$ cat config.mk
export PLATFORM = sky130hd
export DESIGN_NAME = bridge_tx_formatter
export DESIGN_NICKNAME = d
export VERILOG_FILES = /design/src/rtl/bridge_tx_formatter.sv
export SDC_FILE = /design/constraint.sdc
export NUM_CORES = 1
export LEC_CHECK = 0
export BUFFER_PORTS_ARGS = -buffer_cell sky130_fd_sc_hd__buf_4
export CAP_MARGIN = 30
export CORE_ASPECT_RATIO = 0.75
export CORE_MARGIN = 1
export CORE_UTILIZATION = 38
export DETAILED_ROUTE_END_ITERATION = 6
export GPL_ROUTABILITY_DRIVEN = 1
export PLACE_DENSITY = 0.61
export SYNTH_ARGS = -nofsm -noshare
export SYNTH_HDL_FRONTEND = slang
export SYNTH_SLANG_ARGS = --single-unit
$ cat constraint.sdc
create_clock -name clk -period 3.02 [get_ports clk]
set_input_delay 0.302 -clock clk [delete_from_list [all_inputs] [get_ports clk]]
set_output_delay 0.302 -clock clk [all_outputs]
set_load 0.01 [all_outputs]
$ cat src/rtl/bridge_tx_formatter.sv
// rtl/bridge_tx_formatter.sv - formats bus read responses as "M"+4 hex+CR+LF bytes for the UART
module bridge_tx_formatter #(
  parameter int FIFO_DEPTH = 4
) (
  input  logic        clk,
  input  logic        rst_n,
  input  logic [15:0] addr_i,
  input  logic [15:0] wdata_i,
  input  logic [15:0] rdata_i,
  input  logic        rw_i,
  input  logic        valid_i,
  output logic [7:0]  byte_o,
  output logic        byte_valid_o,
  input  logic        byte_ready_i,
  output logic        busy_o,
  output logic        overflow_o
);

  localparam int AW = (FIFO_DEPTH > 1) ? $clog2(FIFO_DEPTH) : 1;
  localparam int CW = AW + 1;
  localparam logic [CW-1:0] DEPTH_C = CW'(FIFO_DEPTH);

  typedef enum logic [2:0] {IDLE, HDR, N3, N2, N1, N0, CR, LF} state_e;

  logic [15:0]   mem_q [FIFO_DEPTH];
  logic [AW-1:0] wr_ptr_q, rd_ptr_q;
  logic [CW-1:0] count_q, count_d;
  state_e        state_q, state_d;
  logic [15:0]   shreg_q, shreg_d;
  logic [7:0]    byte_q, byte_d;
  logic          bvalid_q, bvalid_d;
  logic          busy_q;
  logic          overflow_q;
  logic          push_req, push, pop, xfer;
  logic          unused_bus;

  assign unused_bus = ^{addr_i, wdata_i};

  function automatic logic [7:0] hex(input logic [3:0] n);
    hex = (n < 4'd10) ? (8'h30 + {4'h0, n}) : (8'h37 + {4'h0, n});
  endfunction

  assign xfer     = bvalid_q & byte_ready_i;
  assign push_req = valid_i & ~rw_i;
  // A full FIFO still takes the beat when the head leaves on the same edge.
  assign push     = push_req & ((count_q != DEPTH_C) | pop);

  always_comb begin
    state_d  = state_q;
    shreg_d  = shreg_q;
    byte_d   = byte_q;
    bvalid_d = bvalid_q;
    pop      = 1'b0;
    case (state_q)
      IDLE: if (count_q != '0) begin
        pop      = 1'b1;
        shreg_d  = mem_q[rd_ptr_q];
        byte_d   = 8'h4D;
        bvalid_d = 1'b1;
        state_d  = HDR;
      end
      HDR: if (xfer) begin byte_d = hex(shreg_q[15:12]); state_d = N3; end
      N3:  if (xfer) begin byte_d = hex(shreg_q[11:8]);  state_d = N2; end
      N2:  if (xfer) begin byte_d = hex(shreg_q[7:4]);   state_d = N1; end
      N1:  if (xfer) begin byte_d = hex(shreg_q[3:0]);   state_d = N0; end
      N0:  if (xfer) begin byte_d = 8'h0D;               state_d = CR; end
      CR:  if (xfer) begin byte_d = 8'h0A;               state_d = LF; end
      LF: if (xfer) begin
        // Chain straight into the next frame so there is no idle gap after LF.
        if (count_q != '0) begin
          pop     = 1'b1;
          shreg_d = mem_q[rd_ptr_q];
          byte_d  = 8'h4D;
          state_d = HDR;
        end else begin
          bvalid_d = 1'b0;
          state_d  = IDLE;
        end
      end
    endcase
  end

  always_comb begin
    count_d = count_q;
    case ({push, pop})
      2'b10:   count_d = count_q + 1'b1;
      2'b01:   count_d = count_q - 1'b1;
      default: count_d = count_q;
    endcase
  end

  always_ff @(posedge clk) begin
    if (push) mem_q[wr_ptr_q] <= rdata_i;
  end

  always_ff @(posedge clk or negedge rst_n) begin
    if (!rst_n) begin
      wr_ptr_q   <= '0;
      rd_ptr_q   <= '0;
      count_q    <= '0;
      state_q    <= IDLE;
      shreg_q    <= '0;
      byte_q     <= 8'h00;
      bvalid_q   <= 1'b0;
      busy_q     <= 1'b0;
      overflow_q <= 1'b0;
    end else begin
      if (push) wr_ptr_q <= wr_ptr_q + 1'b1;
      if (pop)  rd_ptr_q <= rd_ptr_q + 1'b1;
      count_q    <= count_d;
      state_q    <= state_d;
      shreg_q    <= shreg_d;
      byte_q     <= byte_d;
      bvalid_q   <= bvalid_d;
      busy_q     <= (state_d != IDLE) || (count_d != '0);
      overflow_q <= overflow_q | (push_req & ~push);
    end
  end

  assign byte_o       = byte_q;
  assign byte_valid_o = bvalid_q;
  assign busy_o       = busy_q;
  assign overflow_o   = overflow_q;

endmodule
==> metrics.cfg, run 1 <==
[critical_path]
critPathBufInv = 1
crit_path_max_incr_delay_ns = 0.64
cp.arrival_ns = 2.64
crit_chain = o21ba_2, nor4_4, nand2_1, fa_1, inv_1, nor3_1, a21o_1, a221oi_2
r2r_slack_ns = 0.63
crit_path_start_kind = register
end_kind = register
worstSetupPathType = reg -> reg
reg2reg_to = count_q[2]
worst_r2r_startpoint = state_q[1]
rr_worst_depth = 8
worst_path_max_delay_cell = dfrtp_1
path_delay_family = flip-flops
required_ns = 3.27
crit_fanout = 14

[clock_tree]
cts_buffers = 9
path_clk_slew_ns = 0.07
worstSkewPairLatency_ns = 0.34
cts_tree = done
cts_buffer_depth = 2
cts_resized = 0
holdBufCountCts = 1
postCtsSetupRepairBufs = 0
clkSinkCount = 100
cts_root_buf = clkbuf_16
htree_levels = 3

[route]
drt-pass1-iter-count = 4
ant_nets = 0
routed_wl_mm = 8.84
remaining_drc_errors = 0
drt_iter0_markers = 179
via_count = 2757
vias_per_cell = 5.22
wl_per_cell_um = 16.7

[sta]
min_period_ns = 2.39
setup_viol = 0
finClkSkew_ns = 0.00827
slew_viol_final = 0
rsz0062_at_grt = false
slew_headroom = 0.429
tightest_slew_ns = 0.857
finalCritPeriodShare = 0.791
max_freq_mhz = 419
tns_ns = 0
worst_slack_ns = 0.631
final-hold-violation-count = 0

[yosys]
yosys_warnings = 0
synth-seq-area-share = 0.600
synth_top_area_cell = edfxtp_1
synth_cells = 327
syn_avg_cell_area_um2 = 14.4
synth.area.top_cells = edfxtp_1 (41%), dfrtp_1 (19%), mux4_2 (7.7%), mux2_1 (2.2%), ha_1 (2.1%)
async_reset_ff_frac = 0.360
synth-main-ff-cell = edfxtp_1
synth_edf_count = 64
syn_area_mm2 = 0.00470
mappedNetlistNets = 389
synth_top_area_share = 0.409
ys_seq_elements = 100
yosysUniqueCellTypes = 67

[power]
power_density_mw_per_mm2 = 979
power.leakage_uw = 0.00198
peakVddDrop_mv = 0.371
total_power_uw = 5300

[global_routing]
globalRouteTotalUtil = 0.151
grt_max_degree = 37
grt_pass1_vias = 2727
grt_overflow_total = 0
grt_pass1_wl_mm = 14.3
grt_antenna_before_repair = 0

[floorplan]
die_h_um = 98.3
std_cell_rows = 34
die_w_um = 130
die_area_mm2 = 0.0128
ios = 64
start_util = 0.397
coreArea_mm2 = 0.0118

[finish]
layout_common_cells = edfxtp_1 (64), buf_4 (39), dfrtp_1 (36)
final_core_util = 0.458
syn_to_final_growth_pct = 15.1
layout-drive-gt1-share = 0.238
fin_nets = 423
multi_input_area_mm2 = 0.00171
layout_commonest_cell = edfxtp_1
seq_area_mm2 = 0.00282
fin_cells = 528
fillers = 1105
antenna_cells = 0

[placed_design]
portBuffers = 30
place_ws_ns = 0.628
place_congestion = 0.808
dp.cells = 511
place_hpwl_mm = 5.78

[hold_path]
hp-class = in -> reg
whs_path_depth = 1
hold_path_end = mem_q[0][8]
hold_start = rdata_i[8]

[flow_run]
cap_violations = 0

[outcome]
status = complete, no violations

-- cell type report --
cell class / instances / area share
clock buffer: 9 / 0.0416
clock inverter: 7 / 0.0153
timing repair buffer: 40 / 0.0559
sequential: 100 / 0.521
inverter: 18 / 0.0125
multi-input combinational: 192 / 0.316
tap: 162 / 0.0374
-- synthesized netlist by cell type (all sizes together) (2+ instances only) --
cell type	number
a21boi	7
a21o	3
a21oi	8
a221oi	3
a22o	2
a22oi	2
a31oi	3
and2	5
and4b	3
buf	14
clkbuf	3
dfrtp	36
edfxtp	64
ha	8
inv	18
mux2	11
mux2i	4
mux4	16
nand2	19
nand2b	4
nand3	4
nor2	8
nor2b	9
nor3	6
nor3b	2
o2111ai	2
o211ai	3
o21ai	22
o22ai	2
o31ai	2
o32a	4
or3	2
xnor2	8
-- sequential cells by signal (all words and copies together), names as in the netlist --
register	cells
busy_o	1
byte_o	7
byte_valid_o	1
count_q	3
mem_q	64
overflow_o	1
rd_ptr_q	2
shreg_q	16
state_q	3
wr_ptr_q	2
-- how the worst max path moves through the flow --
| stage | start | end | cells after the start |
|---|---|---|---|
| after CTS | state_q[1] | count_q[2] | 8 |
| after floorplan | state_q[2] | count_q[2] | 10 |
| after global placement | state_q[1] | count_q[2] | 8 |
| after global routing | state_q[1] | count_q[2] | 8 |
| final | state_q[1] | count_q[2] | 8 |
| after detailed placement | state_q[1] | count_q[2] | 8 |
-- cells by family after synthesis --
group	synth area share
multiplexers	0.113
adder cells (fa/ha/maj)	0.0256
flip-flops	0.600
AO/OA/AOI/OAI	0.124
AND/OR/NAND/NOR	0.0833
other	0.000798
XOR/XNOR	0.0168
buffers and inverters	0.0359
-- metrics by stage --
step                hold slack [ns]  cell area (µm²)
floorplan                   0.00641             4700
global placement              0.299             5090
detailed placement            0.301             5090
CTS                           0.143             5410
global route                  0.142             5410
finish                        0.157             5410
-- layer usage --
layer / vias to the layer above / routed length (µm) / GRT usage
met2: 58 / 3950 / 0.218
li1: 1314 / - / -
met5: - / 0 / 0
met4: 0 / 58 / 0.0398
met3: 5 / 300 / 0.0405
met1: 1380 / 4530 / 0.224
-- where the power goes --
part           total (µW)  switching (µW)  internal [µW]
sequential           2140             362           1780
combinational        1980            1040            945
clock                1180             518            657
No activity file was read; power rests on OpenSTA's default activity.
==> run 2, diff against run 1 <==
- clock period: 3.02 -> 2.4 ns (I/O delays scaled with it)
==> run 2 against run 1 <==
  * Via count increased by 0.33%
  * Combinational power increased by 34%
  * Sequential power increased by 20%
  * Clock-buffer cell count unchanged
  * Core utilization increased by 0.60 points
  * Clock skew decreased by 0.0020 ns
  * First-iteration DRC count increased by 7.3%
  * Sequential share of layout area decreased by 0.68 points
  * Setup slack got worse by 0.30 ns
  * Critical path type unchanged
  * Critical endpoint is now mem_q[1][7]
==> metrics.cfg, run 2 (synthesis gave the netlist of run 1 again) <==
[outcome]
status = complete, no violations

[critical_path]
end_kind = register
r2r_slack_ns = 0.33
cp.arrival_ns = 2.12
worstSetupPathType = reg -> reg
reg2reg_to = mem_q[1][7]
crit_chain = buf_4, nor3_2, a21oi_4, a31oi_4, and2_1, buf_12
required_ns = 2.44
worst_path_max_delay_cell = dfrtp_1
rr_worst_depth = 6
crit_path_max_incr_delay_ns = 0.41
crit_path_start_kind = register
worst_r2r_startpoint = state_q[1]
crit_fanout = 19

[sta]
finalCritPeriodShare = 0.864
final-hold-violation-count = 0
min_period_ns = 2.07
finClkSkew_ns = 0.00627
slew_viol_final = 0
slew_headroom = 0.559
setup_viol = 0
tns_ns = 0
tightest_slew_ns = 0.661
max_freq_mhz = 482
rsz0062_at_grt = false

[route]
wl_per_cell_um = 16.1
via_count = 2766
drt_iter0_markers = 192
remaining_drc_errors = 0
routed_wl_mm = 8.57
ant_nets = 0
drt-pass1-iter-count = 4
vias_per_cell = 5.20

[hold_path]
hold_path_end = mem_q[1][5]
hp-class = in -> reg
hold_start = rdata_i[5]
whs_path_depth = 1

[power]
total_power_uw = 6650
p_comb_frac = 0.399
power_frac_seq = 0.386
power_density_mw_per_mm2 = 1210
power.leakage_uw = 0.00200
peakVddDrop_mv = 0.498
p_int_uw = 4290
switching_power_uw = 2360
pwr-share-clk = 0.215
sw_frac_of_total = 0.355

[finish]
layout-drive-gt1-share = 0.241
layout_commonest_cell = edfxtp_1
layout_common_cells = edfxtp_1 (64), buf_4 (39), dfrtp_1 (36)
seq_area_mm2 = 0.00282
largest_reg_flops = 64
multi_input_area_mm2 = 0.00171
antenna_cells = 0
top_register = mem_q
syn_to_final_growth_pct = 16.7
fillers = 1092
fin_nets = 427

[clock_tree]
cts_buffers = 9
worstSkewPairLatency_ns = 0.34
cts_root_buf = clkbuf_16
cts_resized = 0
htree_levels = 3
cts_buffer_depth = 2
postCtsSetupRepairBufs = 0
cts_tree = done
path_clk_slew_ns = 0.07
clkSinkCount = 100

[floorplan]
die_area_mm2 = 0.0128
ios = 64
coreArea_mm2 = 0.0118
die_w_um = 130
die_h_um = 98.3
std_cell_rows = 34
start_util = 0.397

[placed_design]
place_congestion = 0.802
portBuffers = 30
place_hpwl_mm = 5.66

[global_routing]
grt_overflow_total = 0
grt_pass1_vias = 2786
globalRouteTotalUtil = 0.155
grt_max_degree = 37
grt_antenna_before_repair = 0
grt_pass1_wl_mm = 14.6

[flow_run]
cap_violations = 0

[run 2: changes by cell type in the layout (fill, tap and decap cells not counted)]
| cell | previous run | this run |
|---|---|---|
| clkinv_2 | 1 | 0 |
| buf_12 | 0 | 4 |
| inv_8 | 2 | 1 |
| clkinv_1 | 0 | 2 |
[run 2: area by class of cell]
cell class,instances,area share
repair buffers,44,0.0698
well taps,162,0.0370
flip-flops and latches,100,0.515
clock buffers,9,0.0411
multi-input cells,192,0.312
inverters,18,0.0123
clock inverters,7,0.0135
[run 2: timing repair]
action	CTS	global route
setup endpoints to repair	0	0
hold buffers	1	0
endpoints found under the hold margin	36	0
[run 2: routing by layer]
layer	GRT usage	wire length, µm	up-vias	part of all wire
met3	0.0449	427	6	0.050
li1	-	-	1320	-
met1	0.226	4270	1369	0.50
met5	0	0	-	0
met2	0.225	3810	71	0.44
met4	0.0407	59	0	0.0069
[run 2: power groups by stage]
stage	Combinational, µW	Sequential, µW	Clock (µW)
finish	2650	2560	1430
global route	2980	2630	1550
CTS	2680	2560	1470
detailed placement	2670	2600	0
global placement	2650	2580	0
floorplan	2000	2550	0
[run 2: worst max-delay path by stage]
stage	from	to	slack (ns)	depth (start not counted)
2_1_floorplan	state_q[2]	count_q[2]	0.26	10
3_3_place_gp	count_q[0]	count_q[2]	0.33	8
3_5_place_dp	count_q[0]	count_q[2]	0.32	8
4_1_cts	count_q[0]	count_q[2]	0.31	8
5_1_grt	count_q[0]	count_q[2]	0.10	8
6_report	state_q[1]	mem_q[1][7]	0.33	6
[run 2: critical path: cells and delay by family (launching register included)]
family                 cells  cell delay (ns)
AND/OR/NAND/NOR            2             0.62
flip-flops                 1             0.41
buffers and inverters      2             0.40
AO/OA/AOI/OAI              2             0.34
[run 2: per-stage QoR]
| stage | utilization | instances | setup slack [ns] | area [µm²] | hold WS [ns] |
|---|---|---|---|---|---|
| 2_1_floorplan | - | 327 | 0.265 | 4700 | -0.0556 |
| 3_3_place_gp | 0.438 | 515 | 0.332 | 5170 | 0.237 |
| 3_5_place_dp | 0.438 | 515 | 0.324 | 5170 | 0.240 |
| 4_1_cts | 0.464 | 532 | 0.309 | 5480 | 0.0856 |
| 5_1_grt | 0.464 | 532 | 0.103 | 5480 | 0.0796 |
| 6_report | 0.464 | 532 | 0.327 | 5480 | 0.0968 |
